## config.mk

```make
export PLATFORM = sky130hd
export DESIGN_NAME = dac_cmd_ctrl
export DESIGN_NICKNAME = d
export VERILOG_FILES = /design/src/rtl/dac_cmd_ctrl_pkg.sv /design/src/rtl/dac_cmd_ctrl.sv
export SDC_FILE = /design/constraint.sdc
export NUM_CORES = 1
export LEC_CHECK = 0
export BUFFER_PORTS_ARGS = -buffer_cell sky130_fd_sc_hd__buf_2
export CELL_PAD_IN_SITES_DETAIL_PLACEMENT = 1
export CELL_PAD_IN_SITES_GLOBAL_PLACEMENT = 2
export CORE_UTILIZATION = 26
export CTS_CLUSTER_DIAMETER = 120
export CTS_CLUSTER_SIZE = 20
export DETAILED_ROUTE_END_ITERATION = 10
export PLACE_DENSITY_LB_ADDON = 0.1
export SYNTH_ARGS = -nofsm -noshare
export SYNTH_HDL_FRONTEND = slang
export SYNTH_SLANG_ARGS = --single-unit
```

## constraint.sdc

```tcl
create_clock -name CLK50MHZ -period 5.3 [get_ports CLK50MHZ]
set_input_delay 0.53 -clock CLK50MHZ [delete_from_list [all_inputs] [get_ports CLK50MHZ]]
set_output_delay 0.53 -clock CLK50MHZ [all_outputs]
set_load 0.01 [all_outputs]
```

## src/rtl/dac_cmd_ctrl_pkg.sv

```systemverilog
// Shared definitions for the LTC2624 command sequencer: state encoding,
// DAC command/address constants and the 32-bit word packer.
package dac_cmd_pkg;

    localparam logic [2:0] ST_CLEAR     = 3'd0;
    localparam logic [2:0] ST_IDLE      = 3'd1;
    localparam logic [2:0] ST_LOAD      = 3'd2;
    localparam logic [2:0] ST_WAIT_DONE = 3'd3;
    localparam logic [2:0] ST_GAP       = 3'd4;

    localparam logic [3:0] CMD_WRITE        = 4'h0;
    localparam logic [3:0] CMD_UPDATE       = 4'h1;
    localparam logic [3:0] CMD_WRITE_UPDATE = 4'h3;
    localparam logic [3:0] CMD_POWER_DOWN   = 4'h4;
    localparam logic [3:0] CMD_NOP          = 4'hF;

    localparam logic [3:0] ADDR_ALL = 4'hF;

    // LTC2624 32-bit frame: 8 don't-care bits, command, address, 12-bit code, 4 pad bits.
    function automatic logic [31:0] pack_word(input logic [3:0] cmd,
                                              input logic [3:0] addr,
                                              input logic [11:0] data);
        return {8'h00, cmd, addr, data, 4'h0};
    endfunction

endpackage

```

## src/rtl/dac_cmd_ctrl.sv

```systemverilog
// LTC2624 command sequencer feeding a 32-bit SPI shifter.
// Optional SDO echo check enabled by defining DAC_CMD_CTRL_ECHO_CHECK_EN.
//
// Request handshake: a command transfers on a rising edge where req_valid and
// req_ready are both high; req_ready depends only on state (high in IDLE), and
// request fields are sampled on that edge only.
module dac_cmd_ctrl #(
    parameter int CLR_CYCLES     = 50,
    parameter int GAP_CYCLES     = 4,
    parameter int TIMEOUT_CYCLES = 4096
) (
    input  logic        CLK50MHZ,
    input  logic        RST,
    input  logic        req_valid,
    output logic        req_ready,
    input  logic [3:0]  req_cmd,
    input  logic [3:0]  req_addr,
    input  logic [11:0] req_data,
    output logic [31:0] spi_data_in,
    output logic        spi_trig,
    input  logic        spi_done,
    input  logic [31:0] spi_data_out,
    output logic        dac_clr,
    output logic        busy,
    output logic        timeout_err,
    output logic        echo_err,
    output logic [2:0]  state_dbg
);
    import dac_cmd_pkg::*;

    localparam logic [15:0] CLR_LAST = 16'(CLR_CYCLES - 1);
    localparam logic [15:0] GAP_LAST = 16'(GAP_CYCLES - 1);
    localparam logic [15:0] TO_LAST  = 16'(TIMEOUT_CYCLES - 1);

    // With no guard gap the transfer returns straight to IDLE.
    localparam logic [2:0] ST_AFTER_XFER = (GAP_CYCLES == 0) ? ST_IDLE : ST_GAP;

    logic [2:0]  state;
    logic [15:0] counter;
    logic        wait_expired;

    assign req_ready    = (state == ST_IDLE);
    assign busy         = (state != ST_IDLE);
    assign spi_trig     = (state == ST_LOAD);
    assign state_dbg    = state;
    assign wait_expired = (state == ST_WAIT_DONE) && !spi_done && (counter == TO_LAST);

    always_ff @(posedge CLK50MHZ) begin
        if (RST) begin
            state       <= ST_CLEAR;
            counter     <= 16'd0;
            dac_clr     <= 1'b0;
            spi_data_in <= 32'd0;
            timeout_err <= 1'b0;
        end else begin
            case (state)
                ST_CLEAR: begin
                    if (counter == CLR_LAST) begin
                        dac_clr <= 1'b1;
                        state   <= ST_IDLE;
                        counter <= 16'd0;
                    end else begin
                        counter <= counter + 16'd1;
                    end
                end
                ST_IDLE: begin
                    if (req_valid) begin
                        spi_data_in <= pack_word(req_cmd, req_addr, req_data);
                        state       <= ST_LOAD;
                    end
                end
                ST_LOAD: begin
                    state   <= ST_WAIT_DONE;
                    counter <= 16'd0;
                end
                ST_WAIT_DONE: begin
                    // done on the limit cycle takes priority over the timeout
                    if (spi_done) begin
                        state   <= ST_AFTER_XFER;
                        counter <= 16'd0;
                    end else if (counter == TO_LAST) begin
                        timeout_err <= 1'b1;
                        state       <= ST_AFTER_XFER;
                        counter     <= 16'd0;
                    end else begin
                        counter <= counter + 16'd1;
                    end
                end
                ST_GAP: begin
                    if (counter == GAP_LAST) begin
                        state   <= ST_IDLE;
                        counter <= 16'd0;
                    end else begin
                        counter <= counter + 16'd1;
                    end
                end
                default: begin
                    state   <= ST_CLEAR;
                    counter <= 16'd0;
                end
            endcase
        end
    end

`ifdef DAC_CMD_CTRL_ECHO_CHECK_EN
    // The DAC shifts out the previous frame while the new one shifts in.
    logic [31:0] last_word;
    logic        last_valid;
    logic        echo_err_q;

    always_ff @(posedge CLK50MHZ) begin
        if (RST) begin
            last_word  <= 32'd0;
            last_valid <= 1'b0;
            echo_err_q <= 1'b0;
        end else if (state == ST_WAIT_DONE) begin
            if (spi_done) begin
                if (last_valid && (spi_data_out != last_word)) begin
                    echo_err_q <= 1'b1;
                end
                last_word  <= spi_data_in;
                last_valid <= 1'b1;
            end else if (wait_expired) begin
                last_valid <= 1'b0;
            end
        end
    end

    assign echo_err = echo_err_q;
`else
    logic unused_echo;
    assign unused_echo = ^{spi_data_out, wait_expired};
    assign echo_err    = 1'b0;
`endif

endmodule

```

==> qor.yml <==
critical_path:
  r2r_cells: 5
  worstPathMaxFanout: 12
  crit_start: "state_dbg[0]"
  critPathArrivalTime_ns: 1.75
  rrSetupSlack_ns: 3.03
  cp_cell_sequence: "or3b_2, inv_2, buf_2"
  r2r_end: "counter[4]"
  reg2reg_from: "counter[4]"
  slowest_delay_ns: 0.54
  crit_end: "req_ready"
  cp-end-kind: "output pin"
  setup.worst_path.start_class: "register"
  critPathRequiredTime_ns: 4.77
  cp_slowest_cell: "or3b_2"
  worstSetupPathType: "register to output pin"
min_path:
  hold_depth: 2
  hold_start: "spi_data_in[20]"
  hp-class: "register to register"
routing:
  wirelength_um: 4750
  wl_per_cell_um: 12.6
  antenna_left: 0
  dr_wl_met3_um: 249
  drtPass1Iterations: 4
  top_layer_used: "met4"
  num_vias: 1628
  drc: 0
  dr.first_iter.drc_count: 51
  vias_per_cell: 4.33
  route.met2.wl_um: 2120
  wl_met1_um: 2330
grt:
  first_global_vias: 1460
  grt.overflow.total: 0
  grt_antenna_before_repair: 0
  grt_usage_pct: 12.9
  grt_pass1_wl_um: 7590
  grt_max_degree: 33
clock_network:
  cts_setup_buffers: 0
  clk_latency_ns: 0.30
  clock_path_buffers: 2
  postCtsHoldBufs: 0
  htree_levels: 2
  numClockSinks: 41
  cts-root-buf: "clkbuf_8"
  cts_tree: "done"
  clk_pin_slew_worst_paths_ns: 0.08
  cts_buffers: 5
  cts_resized: 0
logic_synthesis:
  yosysSeqAreaShare_pct: 42.2
  synth-seq-cells: 41
  ys_warn_count: 0
  synth.avg_cell_area_um2: 8.39
  yosysTopAreaCell: "dfxtp_1"
  netlist_instances: 232
  synth_top_area_share_pct: 42.2
  synth_area_leaders: "dfxtp_1 42%, nand2_1 9.5%, a21oi_1 5.9%"
  ys_types: 45
  netlist_area_um2: 1950
sta:
  worst_slew_pin_slew_ns: 0.676
  finalSetupViolCount: 0
  worst_clock_skew_ns: 0.00817
  slew_violations: 0
  maxSlewHeadroom_pct: 54.9
  finalCritPeriodShare_pct: 43.0
  tns_ns: 0
  final-hold-violation-count: 0
  max_freq_ghz: 0.439
  period_minus_slack_ns: 2.28
  rsz0062_at_grt: "false"
placement:
  dp.cells: 368
  port_buffers: 51
  place.gp.congestion: 0.655
  hpwl_um: 3290
floorplan:
  start_util_pct: 26.8
  dieHeight_um: 88.5
  num_io_pins: 97
  rows: 31
  die-area_um2: 7830
  die_width_um: 88.5
  fp.coreArea_um2: 7250
finish:
  nNetsFinal: 334
  syn_to_final_growth_pct: 18.9
  finalNonFillerCells: 376
  diodes: 0
  drive_gt1_share_pct: 26.7
pwr:
  netSwitchingFraction_pct: 21.8
  p_leak_nw: 0.926
  combPwrFrac_pct: 4.5
  intPower_uw: 474
  pwr-share-clk_pct: 43.8
  ir_drop_mv: 0.140
  p_switching_uw: 132
  p_seq_share_pct: 51.6
  p_per_area_nw_per_um2: 262
job:
  maxCapViolations: 0
run_status:
  status: "finished, final reports clean"
-- kinds of logic after synthesis --
family / count (synthesis) / share of synthesized area (%)
fa+ha+maj: 2 / 1.29
other cells: 1 / 0.193
compound gates: 36 / 13.4
simple gates: 110 / 27.7
buf+inv: 30 / 9.84
xor+xnor: 12 / 5.40
flops: 41 / 42.2
-- metal layers --
metal | track usage [%] | vias up
met5 | 0 | -
met4 | 4.84 | 0
met3 | 3.36 | 5
met2 | 19.6 | 38
met1 | 17.4 | 745
li1 | - | 840
-- cell type report --
class / count / area, µm²
well taps: 99 / 124
inverters: 4 / 15.0
clock buffers: 6 / 82.6
flip-flops and latches: 41 / 821
repair buffers: 51 / 255
clock inverters: 2 / 37.5
multi-input cells: 173 / 978
fillers: 903 / 4940
-- synthesized netlist by cell type (all sizes together) --
master   number
and3          1
nor4          3
or4           4
nand3b        2
a211oi        1
o21ai         3
a2111oi       1
nand2b        2
or3           1
a311oi        1
ha            2
and4b         1
a31oi         2
a22oi         1
nor3b         2
or2           1
a21o          1
nand4bb       1
buf          19
nor2         25
o41ai         1
nand4b        2
nor3          3
xnor2         6
nand3         6
nand4         4
nand2        49
inv           4
or3b          1
and4bb        1
conb          1
and2          1
a21oi        23
a31o          1
o21bai        1
clkbuf        7
xor2          6
dfxtp        41
-- critical path: cells and delay by family (launching register included) --
kind	cells	cell delay (ns)
DFF	1	0.47
buffers and inverters	2	0.44
and+or+nand+nor	1	0.54
-- state kept, by name, summed over array words and instances, names as in the netlist --
register     count
spi_data_in     20
counter         16
state_dbg        3
dac_clr          1
timeout_err      1
-- through the flow --
step,instance area (µm²),util (%),hold slack [ns],total power [mW],worst slack [ns]
floorplan,1990,-,0.481,0.343,3.42
global placement,2190,30.2,0.441,0.348,3.03
detailed placement,2190,30.2,0.446,0.348,3.02
CTS,2310,31.9,0.450,0.624,2.98
global route,2310,31.9,0.455,0.639,2.82
finish,2310,31.9,0.455,0.606,3.02
-- how the worst min path moves through the flow --
stage                                  to  slack, ns
after floorplan           spi_data_in[10]       0.48
after global placement    spi_data_in[21]       0.44
after detailed placement  spi_data_in[18]       0.45
after CTS                  spi_data_in[9]       0.45
after global routing      spi_data_in[17]       0.45
final                     spi_data_in[20]       0.45
-- layout by cell type, fill, tap and decap left out, drive strengths merged, types with 3 or more instances in the layout --
master / instances
nand4: 4
clkbuf: 6
xor2: 6
xnor2: 6
inv: 4
nor3: 3
o21ai: 3
buf: 51
nor2: 25
a21oi: 23
nand3: 6
nor4: 3
nand2: 49
conb: 13
dfxtp: 41
or4: 4
-- power groups by stage --
stage | combinational [mW] | sequential, mW | clock (mW)
floorplan | 0.0237 | 0.319 | 0
global placement | 0.0277 | 0.320 | 0
detailed placement | 0.0279 | 0.320 | 0
CTS | 0.0279 | 0.313 | 0.283
global route | 0.0322 | 0.314 | 0.293
finish | 0.0273 | 0.313 | 0.266
(Power assumes the default switching activity.)
